===== config.mk =====
export PLATFORM = sky130hd
export DESIGN_NAME = pc_sequencer
export DESIGN_NICKNAME = d
export VERILOG_FILES = /design/src/rtl/pc_sequencer.sv
export SDC_FILE = /design/constraint.sdc
export NUM_CORES = 1
export LEC_CHECK = 0
export ABC_AREA = 1
export BUFFER_PORTS_ARGS = -buffer_cell sky130_fd_sc_hd__buf_2
export CAP_MARGIN = 20
export CORE_AREA = 2 2 56 58
export DETAILED_ROUTE_END_ITERATION = 8
export DIE_AREA = 0 0 58 60
export GPL_ROUTABILITY_DRIVEN = 0
export PLACE_DENSITY = 0.78
export SLEW_MARGIN = 10
export SYNTH_ARGS = -nofsm -noshare
export SYNTH_HDL_FRONTEND = slang
export SYNTH_SLANG_ARGS = --single-unit

===== constraint.sdc =====
create_clock -name clk -period 4.1 [get_ports clk]
set_input_delay 0.205 -clock clk [delete_from_list [all_inputs] [get_ports clk]]
set_output_delay 0.205 -clock clk [all_outputs]
set_load 0.05 [all_outputs]

===== src/rtl/pc_sequencer.sv =====
// Control sequencer for the Beta PC unit: boot, trap/interrupt arbitration, stall and flush.
// Outputs are combinational from the current state and the live inputs.
module pc_sequencer #(
   parameter int unsigned NUM_IRQ      = 4,
   parameter int unsigned FLUSH_CYCLES = 2
) (
   input  logic               clk,
   input  logic               reset,
   input  logic               ill_op,
   input  logic [NUM_IRQ-1:0] irq_req,
   input  logic [NUM_IRQ-1:0] irq_mask,
   input  logic               in_kernel,
   input  logic               mem_busy,
   input  logic               ld_hazard,
   input  logic [31:0]        exc_pc,
   output logic               stall,
   output logic [1:0]         pc_ctrl,
   output logic               flush,
   output logic               xp_we,
   output logic [31:0]        xp_data,
   output logic [NUM_IRQ-1:0] irq_ack,
   output logic [1:0]         seq_state
);

   typedef enum logic [1:0] {
      StBoot  = 2'd0,
      StRun   = 2'd1,
      StFlush = 2'd2
   } state_e;

   localparam int unsigned CntW = 3;
   // Counter holds the number of flush cycles still to go after the current one.
   localparam logic [CntW-1:0] CntLoad = CntW'(FLUSH_CYCLES - 1);

   state_e              state_q, state_d;
   logic   [CntW-1:0]   cnt_q, cnt_d;
   logic   [NUM_IRQ-1:0] pend;
   logic   [NUM_IRQ-1:0] pend_low;

   assign pend      = irq_req & irq_mask;
   // Two's-complement trick isolates the lowest set bit.
   assign pend_low  = pend & (~pend + NUM_IRQ'(1));
   assign seq_state = state_q;

   always_ff @(posedge clk or posedge reset) begin
      if (reset) begin
         state_q <= StBoot;
         cnt_q   <= '0;
      end else begin
         state_q <= state_d;
         cnt_q   <= cnt_d;
      end
   end

   always_comb begin
      state_d = state_q;
      cnt_d   = cnt_q;
      stall   = 1'b0;
      pc_ctrl = 2'd0;
      flush   = 1'b0;
      xp_we   = 1'b0;
      xp_data = '0;
      irq_ack = '0;
      unique case (state_q)
         StBoot: begin
            pc_ctrl = 2'd1;
            flush   = 1'b1;
            state_d = StRun;
         end
         StRun: begin
            if (mem_busy) begin
               stall = 1'b1;
            end else if (ill_op) begin
               pc_ctrl = 2'd2;
               xp_we   = 1'b1;
               xp_data = exc_pc;
               state_d = StFlush;
               cnt_d   = CntLoad;
            end else if (!in_kernel && (pend != '0)) begin
               pc_ctrl = 2'd3;
               xp_we   = 1'b1;
               xp_data = exc_pc;
               irq_ack = pend_low;
               state_d = StFlush;
               cnt_d   = CntLoad;
            end else if (ld_hazard) begin
               stall = 1'b1;
            end
         end
         StFlush: begin
            flush = 1'b1;
            if (mem_busy) begin
               stall = 1'b1;
            end else if (cnt_q == '0) begin
               state_d = StRun;
            end else begin
               cnt_d = cnt_q - 1'b1;
            end
         end
         default: begin
            state_d = StBoot;
            cnt_d   = '0;
         end
      endcase
   end

endmodule


==> tab_implementation.tex <==
\begin{tabular}{lr}
\hline
Metric & Value \\
\hline
\multicolumn{2}{l}{\textbf{Outcome}} \\
\quad Outcome & finished clean \\
\multicolumn{2}{l}{\textbf{Worst setup path}} \\
\quad Worst reg2reg startpoint & seq\_state[0] \\
\quad CP Class & flop to primary output \\
\quad Type of element capturing the critical path & primary output \\
\quad Required time at the endpoint of the critical path & roughly 3.9 ns \\
\quad Largest fanout of any net on the critical path & 34 \\
\quad Type of element launching the critical path & flop \\
\quad Data arrival time of the critical path & around 1.8 ns \\
\quad Timing startpoint of the critical path & seq\_state[1] \\
\multicolumn{2}{l}{\textbf{Layout}} \\
\quad Antenna diode instance count & 0 \\
\quad Fraction of layout cells with a size suffix above 1 & 45.3\% \\
\quad Count of nets after finishing & 289 \\
\quad \# fillers & 308 \\
\quad Area Overhead vs Synth & 57.5\% \\
\quad Most used cells in the layout excluding fill and tap cells & sky130\_fd\_sc\_hd\_\_buf\_2, sky130\_fd\_sc\_hd\_\_inv\_1, sky130\_fd\_sc\_hd\_\_nor2\_1 \\
\quad Post-route standard cell area excluding fillers & 1300 µm² \\
\quad Most common library cell in the layout ignoring fill and taps & sky130\_fd\_sc\_hd\_\_buf\_2 \\
\multicolumn{2}{l}{\textbf{Clocking}} \\
\quad Post-CTS resize count & 0 \\
\quad Number of H-tree levels & 1 \\
\quad Clock tree from TritonCTS & yes \\
\quad Root Driver & sky130\_fd\_sc\_hd\_\_clkbuf\_4 \\
\quad TritonCTS Buffers & 3 \\
\quad Maximum buffer depth of the clock tree & 2 \\
\quad Skew-Pair Late Insertion Delay & roughly 0.24 ns \\
\quad Post-CTS setup buffer count & 0 \\
\quad Clk sink count & 5 \\
\quad Clock transition at the register clock pins on the worst setup and hold paths after CTS & about 0.040 ns \\
\multicolumn{2}{l}{\textbf{Flow run}} \\
\quad Number of maximum-capacitance constraint violations & 0 \\
\multicolumn{2}{l}{\textbf{Timing}} \\
\quad Worst slew margin relative to its limit & about three quarters \\
\quad Unrepaired setup endpoints after global routing & false \\
\quad Worst-margin pin slew & between 0.3 and 0.4 ns \\
\quad Top achievable clock speed & 0.492 GHz \\
\quad Worst clock skew on the final layout & 0.00207 ns \\
\quad Number of setup violations in the final report & 0 \\
\quad Final sum of negative setup slack & 0 ns \\
\quad Setup slack after layout & 2.07 ns \\
\quad Number of pins exceeding their max-slew limit in the final report & 0 \\
\quad Final hold viol count & 0 \\
\quad Shortest clock period the worst path allows after layout & 2.03 ns \\
\quad Period Utilization, post-route & 49.6\% \\
\multicolumn{2}{l}{\textbf{Global routing}} \\
\quad Sum of overflow across all layers after global routing & 0 \\
\quad Global-route wire length before repair & 3120 µm \\
\quad Total routing resource utilization after global routing & 11.5\% \\
\quad Vias in the first global route & 821 \\
\quad Largest net degree at the start of global routing & 35 \\
\quad Number of antenna violations at the first check in global routing & 0 \\
\multicolumn{2}{l}{\textbf{Routing}} \\
\quad Router iterations before antenna repair & 4 \\
\quad Total Wirelength & 2100 µm \\
\quad Vias & 1092 \\
\quad Per-cell via count in the routed design & between 4 and 5 \\
\quad Number of DRC markers after the initial detailed-route iteration & 30 \\
\quad Post-DR wirelength/cell & 7.80 µm \\
\quad DRC viols & 0 \\
\quad Post-DRT Antenna Nets & 0 \\
\multicolumn{2}{l}{\textbf{Yosys}} \\
\quad Flops \& latches, synth & 5 \\
\quad Netlist Area Pre-Place & between 800 and 900 µm² \\
\quad Warning count from the yosys run & 0 \\
\quad Post-Synthesis Net Count & 198 \\
\quad Number of different library cells in the post-synthesis netlist & 19 \\
\quad Post-synthesis sequential area ratio & 15.1\% \\
\quad Average size of a mapped cell & 5.66 µm² \\
\quad Number of instances in the synthesized netlist & 146 \\
\multicolumn{2}{l}{\textbf{Die}} \\
\quad Effective utilization at floorplan & 28.5\% \\
\quad Vertical die dimension & approximately 60 µm \\
\quad Die area & between 3000 and 4000 µm² \\
\quad DIE WIDTH & 58 µm \\
\quad Cell Rows & 20 \\
\quad Floorplan core area & 2900 µm² \\
\quad I/O pins & 89 \\
\multicolumn{2}{l}{\textbf{Power}} \\
\quad Power density of the placed cells & 544 nW/µm² \\
\quad Maximum ir drop on the vdd rail & 0.565 mV \\
\quad Static leakage & 0.971 nW \\
\multicolumn{2}{l}{\textbf{Placement}} \\
\quad Number of buffer cells added on primary ports & 88 \\
\quad Area after DPL & between 1000 and 1500 µm² \\
\quad Minimum setup slack after placement & 2.29 ns \\
\quad Detail Placement HPWL & 1830 µm \\
\multicolumn{2}{l}{\textbf{Min path}} \\
\quad Launch instance of the worst min-delay path & ill\_op \\
\quad Path class of the lowest-slack min-delay path & input port to flop \\
\hline
\end{tabular}
==> report_power, final <==
| group | switching, mW | internal, mW | leakage (nW) | total [mW] |
|---|---|---|---|---|
| sequential | 0.0185 | 0.0708 | 0.0660 | 0.0893 |
| clock | 0.0183 | 0.0367 | 0.0150 | 0.0549 |
| combinational | 0.420 | 0.145 | 0.890 | 0.565 |
==> final timing paths <==
check | to | slack, ns | cells past startpoint
max | xp_data[21] | 2.07 | 7
min | seq_state[1] | 0.40 | 5
max reg2reg | cnt_q[1] | 2.52 | 8
min reg2reg | cnt_q[1] | 0.47 | 2
max in group asynchronous | cnt_q[1] | 3.51 | 3
min in group asynchronous | seq_state[0] | 0.42 | 3
==> cells by family after synthesis <==
| logic type | after synthesis | share of synthesized area (%) |
|---|---|---|
| AO/OA/AOI/OAI | 7 | 5.60 |
| XOR/XNOR | 1 | 1.06 |
| adder cells (fa/ha/maj) | 6 | 9.08 |
| buffers and inverters | 51 | 26.9 |
| flip-flops | 5 | 15.1 |
| AND/OR/NAND/NOR | 76 | 42.2 |
==> final cells by class <==
class	count	area (µm²)	share of cell area, %
well taps	33	41.3	3.17
inverters	48	180	13.8
flip-flops and latches	5	125	9.61
clock buffers	4	26.3	2.02
repair buffers	89	450	34.6
multi-input cells	90	479	36.8
==> synthesized netlist by cell type (all sizes together) <==
cell | count | share of area (%)
inv | 48 | 22
buf | 3 | 5.1
nor3 | 2 | 1.2
nand3 | 8 | 5.4
ha | 6 | 9.1
nor2 | 39 | 21
nand2 | 25 | 13
xnor2 | 1 | 1.1
a21oi | 5 | 3.0
o21ai | 2 | 2.6
nor3b | 1 | 0.91
nand4 | 1 | 0.76
dfrtp | 5 | 15
==> flip-flops by register name, indices dropped and copies added (netlist names) <==
signal and cells:
seq_state 2, cnt_q 3
==> per-layer routing <==
metal / global-route usage (%) / up-vias / part of all wire, %
met5: 0 / - / 0
met4: 5.98 / 0 / 0
met3: 2.16 / 0 / 12
met2: 23.1 / 55 / 51
met1: 11.0 / 445 / 38
li1: - / 592 / -
==> worst max-delay path, stage by stage, from the launching register on <==
cell and delay (ns):
sky130_fd_sc_hd__dfrtp_1 0.41, sky130_fd_sc_hd__inv_1 0.09, sky130_fd_sc_hd__ha_1 0.26, sky130_fd_sc_hd__nand2_1 0.08, sky130_fd_sc_hd__inv_1 0.10, sky130_fd_sc_hd__nand2_4 0.22, sky130_fd_sc_hd__nor2_1 0.15, sky130_fd_sc_hd__buf_2 0.27
==> through the flow <==
stage	cells	total power [mW]	hold slack [ns]	util, %
final	269	0.709	0.400	44.9
after global routing	269	0.770	0.436	44.9
after CTS	269	0.717	0.394	44.9
after detailed placement	264	0.657	0.107	43.6
after global placement	264	0.653	0.101	43.6
after floorplan	146	0.552	-0.0165	-
==> timing repair <==
action | in CTS | in global routing
endpoints found under the setup margin | 0 | 0
hold buffers | 1 | 0
hold endpoints to repair | 5 | 0
Power figures use the tool's default switching activity.
